<file path="config.mk">
export PLATFORM = sky130hd
export DESIGN_NAME = fifo_flex
export DESIGN_NICKNAME = d
export VERILOG_FILES = /design/src/rtl/fifo_pkg.sv /design/src/rtl/fifo_flex_props.sv /design/src/rtl/fifo_ptr.sv /design/src/rtl/fifo_flex.sv
export SDC_FILE = /design/constraint.sdc
export NUM_CORES = 1
export LEC_CHECK = 0
export BUFFER_PORTS_ARGS = -buffer_cell sky130_fd_sc_hd__buf_2
export CAP_MARGIN = 20
export CORE_UTILIZATION = 55
export DETAILED_ROUTE_END_ITERATION = 10
export GPL_TIMING_DRIVEN = 1
export PLACE_DENSITY = 0.76
export SKIP_CTS_REPAIR_TIMING = 1
export SYNTH_ARGS = -nofsm -noshare
export SYNTH_HDL_FRONTEND = slang
export SYNTH_SLANG_ARGS = --single-unit
</file>
<file path="constraint.sdc">
create_clock -name clk -period 2.8 [get_ports clk]
set_input_delay 0.28 -clock clk [delete_from_list [all_inputs] [get_ports clk]]
set_output_delay 0.28 -clock clk [all_outputs]
set_load 0.03 [all_outputs]
</file>
<file path="src/rtl/fifo_pkg.sv">
// Shared types and width helpers for the flexible FIFO and its pointer counters.
package fifo_pkg;

  typedef enum logic {
    OVF_DROP      = 1'b0,
    OVF_OVERWRITE = 1'b1
  } ovf_mode_t;

  function automatic int addr_w(input int depth);
    return (depth < 2) ? 1 : $clog2(depth);
  endfunction

  function automatic int cnt_w(input int depth);
    return $clog2(depth + 1);
  endfunction

endpackage

</file>
<file path="src/rtl/fifo_flex_props.sv">
// Formal-only properties for fifo_flex: pointer/count invariants and reachability covers.
`ifdef FORMAL
module fifo_flex_props #(
  parameter int DEPTH = 16,
  parameter int AW    = 4,
  parameter int CW    = 5
) (
  input logic          clk,
  input logic          rst_n,
  input logic [AW-1:0] waddr,
  input logic [AW-1:0] raddr,
  input logic [CW-1:0] count,
  input logic          full,
  input logic          empty,
  input logic          overflow
);

  int diff_s;
  assign diff_s = (int'(waddr) - int'(raddr) + DEPTH) % DEPTH;

  assume property (@(posedge clk) rst_n |=> rst_n);

  assert property (@(posedge clk) disable iff (!rst_n) (int'(waddr) < DEPTH) && (int'(raddr) < DEPTH));
  assert property (@(posedge clk) disable iff (!rst_n) int'(count) <= DEPTH);
  assert property (@(posedge clk) disable iff (!rst_n)
    (int'(count) == DEPTH) ? (waddr == raddr) : (int'(count) == diff_s));

  cover property (@(posedge clk) full);
  cover property (@(posedge clk) rst_n && empty);
  cover property (@(posedge clk) overflow);
  cover property (@(posedge clk) disable iff (!rst_n)
    (int'(waddr) == DEPTH - 1) ##1 (waddr == {AW{1'b0}}));

endmodule
`endif

</file>
<file path="src/rtl/fifo_ptr.sv">
// Modulo-DEPTH pointer with asynchronous reset and synchronous clear.
module fifo_ptr
  import fifo_pkg::*;
#(
  parameter  int DEPTH = 16,
  localparam int AW    = addr_w(DEPTH)
) (
  input  logic          clk,
  input  logic          rst_n,
  input  logic          clr,
  input  logic          inc,
  output logic [AW-1:0] ptr
);

  localparam logic [AW-1:0] LAST = AW'(DEPTH - 1);

  logic [AW-1:0] ptr_d;
  logic [AW-1:0] ptr_q;

  // Next pointer: clear wins, then wrap from DEPTH-1 straight back to zero.
  always_comb begin
    ptr_d = ptr_q;
    if (clr) begin
      ptr_d = {AW{1'b0}};
    end else if (inc) begin
      ptr_d = (ptr_q == LAST) ? {AW{1'b0}} : ptr_q + AW'(1);
    end else begin
      ptr_d = ptr_q;
    end
  end

  // Pointer register.
  always_ff @(posedge clk or negedge rst_n) begin
    if (!rst_n) begin
      ptr_q <= {AW{1'b0}};
    end else begin
      ptr_q <= ptr_d;
    end
  end

  assign ptr = ptr_q;

endmodule

</file>
<file path="src/rtl/fifo_flex.sv">
// Parametrised same-clock FIFO with fall-through read, drop/overwrite overflow policy,
// almost-full/empty thresholds, event pulses and synchronous flush.
module fifo_flex
  import fifo_pkg::*;
#(
  parameter  int        WIDTH    = 8,
  parameter  int        DEPTH    = 16,
  parameter  ovf_mode_t OVF_MODE = OVF_DROP,
  parameter  int        AF_LEVEL = DEPTH - 2,
  parameter  int        AE_LEVEL = 1,
  localparam int        AW       = addr_w(DEPTH),
  localparam int        CW       = cnt_w(DEPTH)
) (
  input  logic             clk,
  input  logic             rst_n,
  input  logic             clr,
  input  logic             wen,
  input  logic [WIDTH-1:0] wdata,
  input  logic             ren,
  output logic [WIDTH-1:0] rdata,
  output logic [CW-1:0]    count,
  output logic             full,
  output logic             empty,
  output logic             almost_full,
  output logic             almost_empty,
  output logic             overflow,
  output logic             underflow
);

  if (WIDTH < 1 || DEPTH < 2) begin : g_bad_size
    $fatal(1, "fifo_flex: WIDTH must be >= 1 and DEPTH >= 2");
  end
  if (AF_LEVEL < 1 || AF_LEVEL > DEPTH) begin : g_bad_af
    $fatal(1, "fifo_flex: AF_LEVEL out of range 1..DEPTH");
  end
  if (AE_LEVEL < 0 || AE_LEVEL > DEPTH - 1) begin : g_bad_ae
    $fatal(1, "fifo_flex: AE_LEVEL out of range 0..DEPTH-1");
  end

  logic [WIDTH-1:0] mem_q [DEPTH];
  logic [AW-1:0]    waddr_s;
  logic [AW-1:0]    raddr_s;
  logic [CW-1:0]    count_q, count_d;
  logic             ovf_q, ovf_d;
  logic             unf_q, unf_d;
  logic             do_w_s, do_r_s, skip_s;
  logic             full_s, zero_s;

  assign full_s = (count_q == CW'(DEPTH));
  assign zero_s = (count_q == {CW{1'b0}});

  // Effective write/read, overwrite skip, event pulses and next count.
  always_comb begin
    do_w_s  = 1'b0;
    do_r_s  = 1'b0;
    skip_s  = 1'b0;
    ovf_d   = 1'b0;
    unf_d   = 1'b0;
    count_d = count_q;
    if (clr) begin
      count_d = {CW{1'b0}};
    end else begin
      if (zero_s) begin
        do_w_s = wen;
        unf_d  = ren;
      end else if (full_s && wen && !ren) begin
        ovf_d = 1'b1;
        if (OVF_MODE == OVF_OVERWRITE) begin
          do_w_s = 1'b1;
          skip_s = 1'b1;
        end else begin
          do_w_s = 1'b0;
        end
      end else begin
        do_w_s = wen;
        do_r_s = ren;
      end
      // An overwrite replaces the oldest entry, so occupancy stays at DEPTH.
      if (do_w_s && !do_r_s && !skip_s) begin
        count_d = count_q + CW'(1);
      end else if (do_r_s && !do_w_s) begin
        count_d = count_q - CW'(1);
      end else begin
        count_d = count_q;
      end
    end
  end

  fifo_ptr #(.DEPTH(DEPTH)) u_wptr (
    .clk   (clk),
    .rst_n (rst_n),
    .clr   (clr),
    .inc   (do_w_s),
    .ptr   (waddr_s)
  );

  fifo_ptr #(.DEPTH(DEPTH)) u_rptr (
    .clk   (clk),
    .rst_n (rst_n),
    .clr   (clr),
    .inc   (do_r_s | skip_s),
    .ptr   (raddr_s)
  );

  // Storage array; contents intentionally survive reset.
  always_ff @(posedge clk) begin
    if (do_w_s) begin
      mem_q[waddr_s] <= wdata;
    end
  end

  // Occupancy and event-pulse registers.
  always_ff @(posedge clk or negedge rst_n) begin
    if (!rst_n) begin
      count_q <= {CW{1'b0}};
      ovf_q   <= 1'b0;
      unf_q   <= 1'b0;
    end else begin
      count_q <= count_d;
      ovf_q   <= ovf_d;
      unf_q   <= unf_d;
    end
  end

  assign rdata        = mem_q[raddr_s];
  assign count        = count_q;
  assign full         = full_s;
  assign empty        = zero_s && rst_n;
  assign almost_full  = (count_q >= CW'(AF_LEVEL));
  assign almost_empty = (count_q <= CW'(AE_LEVEL)) && rst_n;
  assign overflow     = ovf_q;
  assign underflow    = unf_q;

`ifdef FORMAL
  fifo_flex_props #(.DEPTH(DEPTH), .AW(AW), .CW(CW)) u_props (
    .clk      (clk),
    .rst_n    (rst_n),
    .waddr    (waddr_s),
    .raddr    (raddr_s),
    .count    (count_q),
    .full     (full_s),
    .empty    (empty),
    .overflow (ovf_q)
  );
`endif

endmodule

</file>
==> impl_metrics.toml, run 1 <==
[yosys]
ys_seq_area_frac = 0.7114
yosys_most_used_dff = "edfxtp_1"
synth_top_family_by_area = "multiplexers"
syn_inst = 325
synth_enable_flop_cells = 128
syn_area_per_cell_um2 = 18.25
synth-adder-area-share = 0.02110
syn_area_um2 = 5931
yosys.area_share.simple = 0.06688
postSynth.asyncResetShare = 0.1049
synth_cell_types = 44
ys_ff_latch = 143
synthMuxAreaShare = 0.1329
synth_xor_area_frac = 0.004430
syn_nets = 348
synth_compound_area_frac = 0.04451
ys_warn_count = 0

[floorplan]
fp-row-count = 37
io_pins = 32
fp.dieW_um = 105.8
initial_core_util = 0.5719
fp.dieH_um = 105.8
core_um2 = 10370
die-area_um2 = 11200

[global_routing]
antenna_found_initial = 0
grt_pass1_vias = 3085
grt_pass1_wl_um = 17910
grt_overflow_total = 0
grt_usage = 0.2267
grt_max_degree = 36

[timing]
slew_viol_final = 0
skew_ns = 0.01008
worst_pin_slew_ns = 1.036
fin_ws_ns = 0.2227
finalHoldViolCount = 0
timing.slew.headroom = 0.3040
period_share = 0.9205
max_freq_mhz = 388.0
rsz0062_at_grt = "false"
period_needed_ns = 2.577
tns_ns = 0
finalSetupViolations = 0
worst_hold_slack_ns = 0.09790

[worst_setup_path]
crit_path_end_kind = "output port"
arrival_ns = 2.30
required_ns = 2.52
start_kind = "register"
cp_max_fo = 13
path_class = "reg2out"

[finish]
layout-drive-gt1-share = 0.3516
nets = 411
instances_no_fill = 537
final_cell_mix = "edfxtp_1, mux4_2, buf_2"
final_common_cell = "edfxtp_1"
syn2layout_area_growth_pct = 18.27
fill_cells = 674
antennaDiodeCount = 0
final_area_um2 = 7014

[power]
pwr-share-comb = 0.192
cellLeakagePower_nw = 2.458
switching_share = 0.2726
vdd_drop_max_uv = 584.7
sequentialPowerShare = 0.439
power.internal_mw = 3.987
clockPowerShare = 0.369
power_switching_mw = 1.494
power_density_nw_per_um2 = 781.4

[drt]
drc = 0
viasPerCell = 5.898
first_iter_violations = 271
wire_per_inst_um = 21.71
ant_nets = 0
vias = 3167
firstDrtPassIters = 5
wl_um = 11660

[place]
io_buffers = 31
routabilityCongestion = 0.7527
pre_cts_ws_ns = 0.3575
dp_cells = 495
placed_area_um2 = 6385
dp_hpwl_um = 7237

[clock_network]
root_buffer = "clkbuf_8"
clk_path_buf_depth = 2
cts_tree = "built"
clock_latency_ns = 0.52
cts_sinks = 143
path_clk_slew_ns = 0.07
htreeDepth = 4
numCtsBuffers = 17

[outcome]
outcome = "finished, final reports clean"

[worst_hold_path]
hold_class = "in2reg"

[flow_run]
drv_cap = 0
[per-layer routing]
layer,part of all wire,track usage,wire length (um)
met5,0,0,0
met2,0.50,0.3469,5823
met4,0.0057,0.05357,67
met3,0.060,0.05751,705
met1,0.43,0.3317,5060
[final timing paths]
path | from | end | slack, ns | depth (start not counted)
worst max-delay path | u_rptr.ptr[0]$_DFFE_PN0P_ | rdata[3] | 0.22 | 6
worst min-delay path | ren | u_rptr.ptr[3]$_DFFE_PN0P_ | 0.1 | 3
worst max register to register | count[0]$_DFFE_PN0P_ | mem_q[6][0]$_DFFE_PP_ | 0.32 | 8
worst min register to register | u_wptr.ptr[1]$_DFFE_PN0P_ | u_wptr.ptr[1]$_DFFE_PN0P_ | 0.61 | 2
max in group asynchronous | rst_n | u_rptr.ptr[0]$_DFFE_PN0P_ | 2.28 | 2
min in group asynchronous | rst_n | count[0]$_DFFE_PN0P_ | 0.21 | 2
[worst max-delay path, stage by stage, from the launching register on]
cell,delay [ns]
dfrtp_4,0.42
buf_12,0.15
buf_12,0.16
mux4_2,0.49
a22oi_1,0.28
nand2_1,0.08
buf_2,0.18
[Yosys cell counts (all sizes together), types with 2 or more instances]
| library cell | number | area share |
|---|---|---|
| or3b | 4 | 0.0063 |
| ha | 10 | 0.021 |
| nand2 | 13 | 0.0082 |
| a22oi | 17 | 0.022 |
| nor2b | 7 | 0.0086 |
| buf | 11 | 0.011 |
| inv | 6 | 0.0038 |
| nand4 | 3 | 0.0032 |
| nor3 | 9 | 0.0076 |
| xor2 | 2 | 0.0030 |
| nor2 | 20 | 0.013 |
| and2 | 2 | 0.0021 |
| o211ai | 2 | 0.0025 |
| a21oi | 4 | 0.0034 |
| mux2i | 3 | 0.0051 |
| edfxtp | 128 | 0.65 |
| nor4b | 2 | 0.0030 |
| clkbuf | 7 | 0.0044 |
| o21a | 2 | 0.0025 |
| a211o | 2 | 0.0030 |
| mux4 | 32 | 0.12 |
| dfrtp | 15 | 0.063 |
| mux2 | 3 | 0.0063 |
| o21ai | 4 | 0.0034 |
| nand2b | 5 | 0.0053 |
[registers in the layout, summed over array words and instances (netlist names)]
signal	cells
count	5
overflow	1
u_wptr.ptr	4
mem_q	128
u_rptr.ptr	4
underflow	1
[logic make-up (layout without fill, tap and decap cells)]
group | after synthesis | in the layout
compound gates | 35 | 35
xor+xnor | 3 | 3
fa+ha+maj | 10 | 10
buf+inv | 24 | 100
flops | 143 | 143
mux | 38 | 38
simple gates | 72 | 72
[per-stage QoR]
step | power [mW] | utilization
2_1_floorplan | 3.173 | -
3_3_place_gp | 3.424 | 0.6157
3_5_place_dp | 3.437 | 0.6157
4_1_cts | 5.441 | 0.6677
5_1_grt | 5.668 | 0.6764
6_report | 5.481 | 0.6764
[area by class of cell]
type / count / area (um^2) / share of cell area
inverters: 6 / 22.52 / 0.003211
clock buffers: 17 / 414.1 / 0.05904
well taps: 136 / 170.2 / 0.02426
clock inverters: 15 / 125.1 / 0.01784
multi-input cells: 158 / 1622 / 0.2312
flip-flops and latches: 143 / 4223 / 0.6020
repair buffers: 62 / 437.9 / 0.06243
[power by group through the flow]
stage | logic (mW) | registers, mW | clock network (mW)
2_1_floorplan | 0.693 | 2.48 | 0
3_3_place_gp | 0.938 | 2.49 | 0
3_5_place_dp | 0.949 | 2.49 | 0
4_1_cts | 0.958 | 2.45 | 2.04
5_1_grt | 1.12 | 2.41 | 2.13
6_report | 1.05 | 2.41 | 2.02
Power figures use the tool's default switching activity.
==> inputs of run 2 (changes only) <==
- CORE_UTILIZATION: 55 -> 35
- PLACE_DENSITY: 0.76 -> default
- SLEW_MARGIN: default -> 15
==> impl_metrics.toml, run 2 (synthesis results as in run 1) <==
[clock_network]
cts_tree = "built"
cts_sinks = 143
root_buffer = "clkbuf_16"
clock_latency_ns = 0.41
clk_path_buf_depth = 2
path_clk_slew_ns = 0.05
htreeDepth = 4
numCtsBuffers = 17

[worst_setup_path]
start_kind = "register"
crit_path_end_kind = "output port"
path_class = "reg2out"
timing.rr.start = "count[1]$_DFFE_PN0P_"
cp_max_fo = 13
arrival_ns = 2.37
crit_path_end = "rdata[5]"
cp-startpoint = "u_rptr.ptr[0]$_DFFE_PN0P_"
r2r_end = "mem_q[4][5]$_DFFE_PP_"
rrSetupSlack_ns = 0.36
required_ns = 2.52
r2r_cells = 8

[finish]
final_common_cell = "edfxtp_1"
fill_cells = 1480
antennaDiodeCount = 0
largest_reg_flops = 128
syn2layout_area_growth_pct = 19.73
top_register = "mem_q"
multi_input_area_um2 = 1627
final_cell_mix = "edfxtp_1, mux4_2, buf_2"
layout-drive-gt1-share = 0.3367
nets = 409
final-seq-area_um2 = 4223

[place]
io_buffers = 31
dp_hpwl_um = 8211
routabilityCongestion = 0.7598

[timing]
rsz0062_at_grt = "false"
period_needed_ns = 2.650
worst_pin_slew_ns = 0.9219
period_share = 0.9464
worst_hold_slack_ns = 0.2348
slew_viol_final = 0
skew_ns = 0.007040
timing.slew.headroom = 0.3841
finalHoldViolCount = 0
max_freq_mhz = 377.4
finalSetupViolations = 0
tns_ns = 0

[power]
power_mw = 5.525
vdd_drop_max_uv = 427.2
cellLeakagePower_nw = 2.451
power_density_nw_per_um2 = 778.1

[floorplan]
fp.dieH_um = 132.2
io_pins = 32
die-area_um2 = 17470
fp.dieW_um = 132.2
core_um2 = 16580
fp-row-count = 47
initial_core_util = 0.3576

[global_routing]
grt_max_degree = 36
grt_usage = 0.1528
grt_overflow_total = 0
grt_pass1_wl_um = 19310
grt_pass1_vias = 3319
antenna_found_initial = 1

[drt]
wl_um = 12410
first_iter_violations = 228
ant_nets = 0
wire_per_inst_um = 20.08
drc = 0
vias = 3138
viasPerCell = 5.078
firstDrtPassIters = 4

[worst_hold_path]
hold_class = "in2reg"

[flow_run]
drv_cap = 0

[outcome]
outcome = "finished, final reports clean"
## run 2: changes by cell type in the layout (fill, tap and decap cells not counted), moves of 2 or more
cell        before  now
clkinvlp_4       2    0
clkbuf_1         0    3
clkinv_1         1    3
bufinv_16        0    2
inv_6            5    2
inv_8            2    0
clkinv_4         4    2
buf_12           4    2
## run 2: worst max-delay path, stage by stage (launching register included)
cell     delay (ns)
dfrtp_4        0.57
buf_4          0.21
mux4_2         0.53
a22oi_1        0.33
nand2_1        0.12
buf_2          0.20
## run 2: layout make-up
type / instances / area share
multi-input cells: 158 / 0.2291
clock inverters: 11 / 0.01639
clock buffers: 20 / 0.06150
flip-flops and latches: 143 / 0.5947
repair buffers: 60 / 0.05639
inverters: 6 / 0.003172
well taps: 220 / 0.03877
## run 2: per-layer routing
metal | wire length [um] | up-vias | global-route usage
met3 | 868 | 17 | 0.04614
li1 | - | 1417 | -
met1 | 5621 | 1605 | 0.2060
met5 | 0 | - | 0
met2 | 5700 | 99 | 0.2310
met4 | 222 | 0 | 0.06322
## run 2: power by group
part           leakage, nW  internal (mW)  switching, mW
combinational        0.824          0.452          0.544
sequential            1.36           2.37         0.0447
clock                0.271           1.30          0.811
## run 2: how the worst min path moves through the flow
| stage | endpoint | cells after the start | startpoint |
|---|---|---|---|
| floorplan | count[0]$_DFFE_PN0P_ | 0 | rst_n |
| detailed placement | count[0]$_DFFE_PN0P_ | 1 | rst_n |
| CTS | count[2]$_DFFE_PN0P_ | 1 | rst_n |
| global route | underflow$_DFF_PN0_ | 2 | ren |
| global placement | count[0]$_DFFE_PN0P_ | 1 | rst_n |
| finish | underflow$_DFF_PN0_ | 2 | ren |
## run 2: through the flow
stage | util | setup WS [ns] | cell area, um^2 | std cells
3_5_place_dp | 0.3938 | 0.3643 | 6530 | 586
2_1_floorplan | - | 0.01699 | 5946 | 325
3_3_place_gp | 0.3933 | 0.3923 | 6523 | 585
6_report | 0.4282 | 0.1502 | 7101 | 618
4_1_cts | 0.4271 | 0.02219 | 7083 | 617
5_1_grt | 0.4282 | 0.03745 | 7101 | 618
==> inputs of run 3 (changes only) <==
- RECOVER_POWER: default -> 50
==> impl_metrics.toml, run 3 (synthesis results as in run 1) <==
[timing]
rsz0062_at_grt = "false"
max_freq_mhz = 377.7
timing.slew.headroom = 0.3774
period_share = 0.9456
skew_ns = 0.006908
fin_ws_ns = 0.1524
finalHoldViolCount = 0
finalSetupViolations = 0
worst_pin_slew_ns = 0.9339
slew_viol_final = 0
tns_ns = 0
period_needed_ns = 2.648
worst_hold_slack_ns = 0.2314

[drt]
drc = 0
wl_um = 12360
viasPerCell = 5.076
firstDrtPassIters = 4
ant_nets = 0
wire_per_inst_um = 19.99
first_iter_violations = 225
vias = 3137

[floorplan]
fp.dieH_um = 132.2
fp.dieW_um = 132.2
io_pins = 32
core_um2 = 16580
fp-row-count = 47
initial_core_util = 0.3576
die-area_um2 = 17470

[finish]
antennaDiodeCount = 0
layout-drive-gt1-share = 0.2965
top_register = "mem_q"
syn2layout_area_growth_pct = 19.39
instances_no_fill = 618
final_common_cell = "edfxtp_1"
nets = 409
fill_cells = 1483
final-seq-area_um2 = 4223
utilization = 0.4270
final_cell_mix = "edfxtp_1, mux4_2, buf_4"
final_area_um2 = 7081
multi_input_area_um2 = 1627
largest_reg_flops = 128

[worst_setup_path]
cp_max_fo = 13
max_stage_delay_ns = 0.56
r2r_cells = 8
crit_path_end = "rdata[5]"
required_ns = 2.52
start_kind = "register"
arrival_ns = 2.37
r2r_end = "mem_q[4][3]$_DFFE_PP_"
crit_path_end_kind = "output port"
path_cells = "buf_4 -> mux4_2 -> a22oi_1 -> nand2_1 -> buf_2"
critPathSlowestCell = "dfrtp_4"
rrSetupSlack_ns = 0.36
timing.rr.start = "count[1]$_DFFE_PN0P_"
path_class = "reg2out"
cp-startpoint = "u_rptr.ptr[0]$_DFFE_PN0P_"

[clock_network]
htreeDepth = 4
clk_path_buf_depth = 2
numCtsBuffers = 17
cts_tree = "built"
cts_sinks = 143
clock_latency_ns = 0.41
path_clk_slew_ns = 0.05
root_buffer = "clkbuf_16"

[place]
dp_hpwl_um = 8211
routabilityCongestion = 0.7598
placed_area_um2 = 6530
pre_cts_ws_ns = 0.3643
dp_cells = 586
io_buffers = 31

[power]
switching_share = 0.2529
clockPowerShare = 0.382
power_mw = 5.514
power.internal_mw = 4.120
pwr-share-comb = 0.179
sequentialPowerShare = 0.439
vdd_drop_max_uv = 427.3
cellLeakagePower_nw = 2.397
power_density_nw_per_um2 = 778.8
power_switching_mw = 1.394

[global_routing]
grt_overflow_total = 0
grt_pass1_wl_um = 19310
grt_usage = 0.1528
antenna_found_initial = 0
grt_pass1_vias = 3319
grt_max_degree = 36

[outcome]
outcome = "finished, final reports clean"

[flow_run]
drv_cap = 0

[worst_hold_path]
hold_class = "in2reg"
[run 3: cell type report]
type | instances | area share
sequential | 143 | 0.5964
inverter | 6 | 0.003181
clock inverter | 11 | 0.01643
timing repair buffer | 60 | 0.05372
multi-input combinational | 158 | 0.2297
clock buffer | 20 | 0.06167
tap | 220 | 0.03888
[run 3: critical path: cells and delay by family (launching register included)]
| kind | cells | cell delay [ns] |
|---|---|---|
| simple gates | 1 | 0.12 |
| buf+inv | 2 | 0.41 |
| mux | 1 | 0.53 |
| flops | 1 | 0.56 |
| compound gates | 1 | 0.33 |
[run 3: worst min path at each step]
stage / start / to / slack (ns) / depth (start not counted)
after global routing: ren / underflow$_DFF_PN0_ / 0.22 / 2
after global placement: rst_n / count[0]$_DFFE_PN0P_ / 0.22 / 1
after floorplan: rst_n / count[0]$_DFFE_PN0P_ / -0.02 / 0
after CTS: rst_n / count[2]$_DFFE_PN0P_ / -0.21 / 1
final: ren / underflow$_DFF_PN0_ / 0.23 / 2
after detailed placement: rst_n / count[0]$_DFFE_PN0P_ / 0.23 / 1
[run 3: power by group through the flow]
| stage | registers (mW) | logic [mW] | clock network [mW] |
|---|---|---|---|
| finish | 2.42 | 0.987 | 2.11 |
| global route | 2.43 | 1.07 | 2.23 |
| CTS | 2.42 | 1.01 | 2.15 |
| detailed placement | 2.46 | 1.00 | 0 |
| global placement | 2.46 | 0.993 | 0 |
| floorplan | 2.48 | 0.693 | 0 |
[run 3: metal layers]
metal / up-vias / global-route usage / part of all wire
li1: 1419 / - / -
met5: - / 0 / 0
met2: 101 / 0.2310 / 0.46
met3: 14 / 0.04614 / 0.075
met1: 1603 / 0.2060 / 0.45
met4: 0 / 0.06322 / 0.017
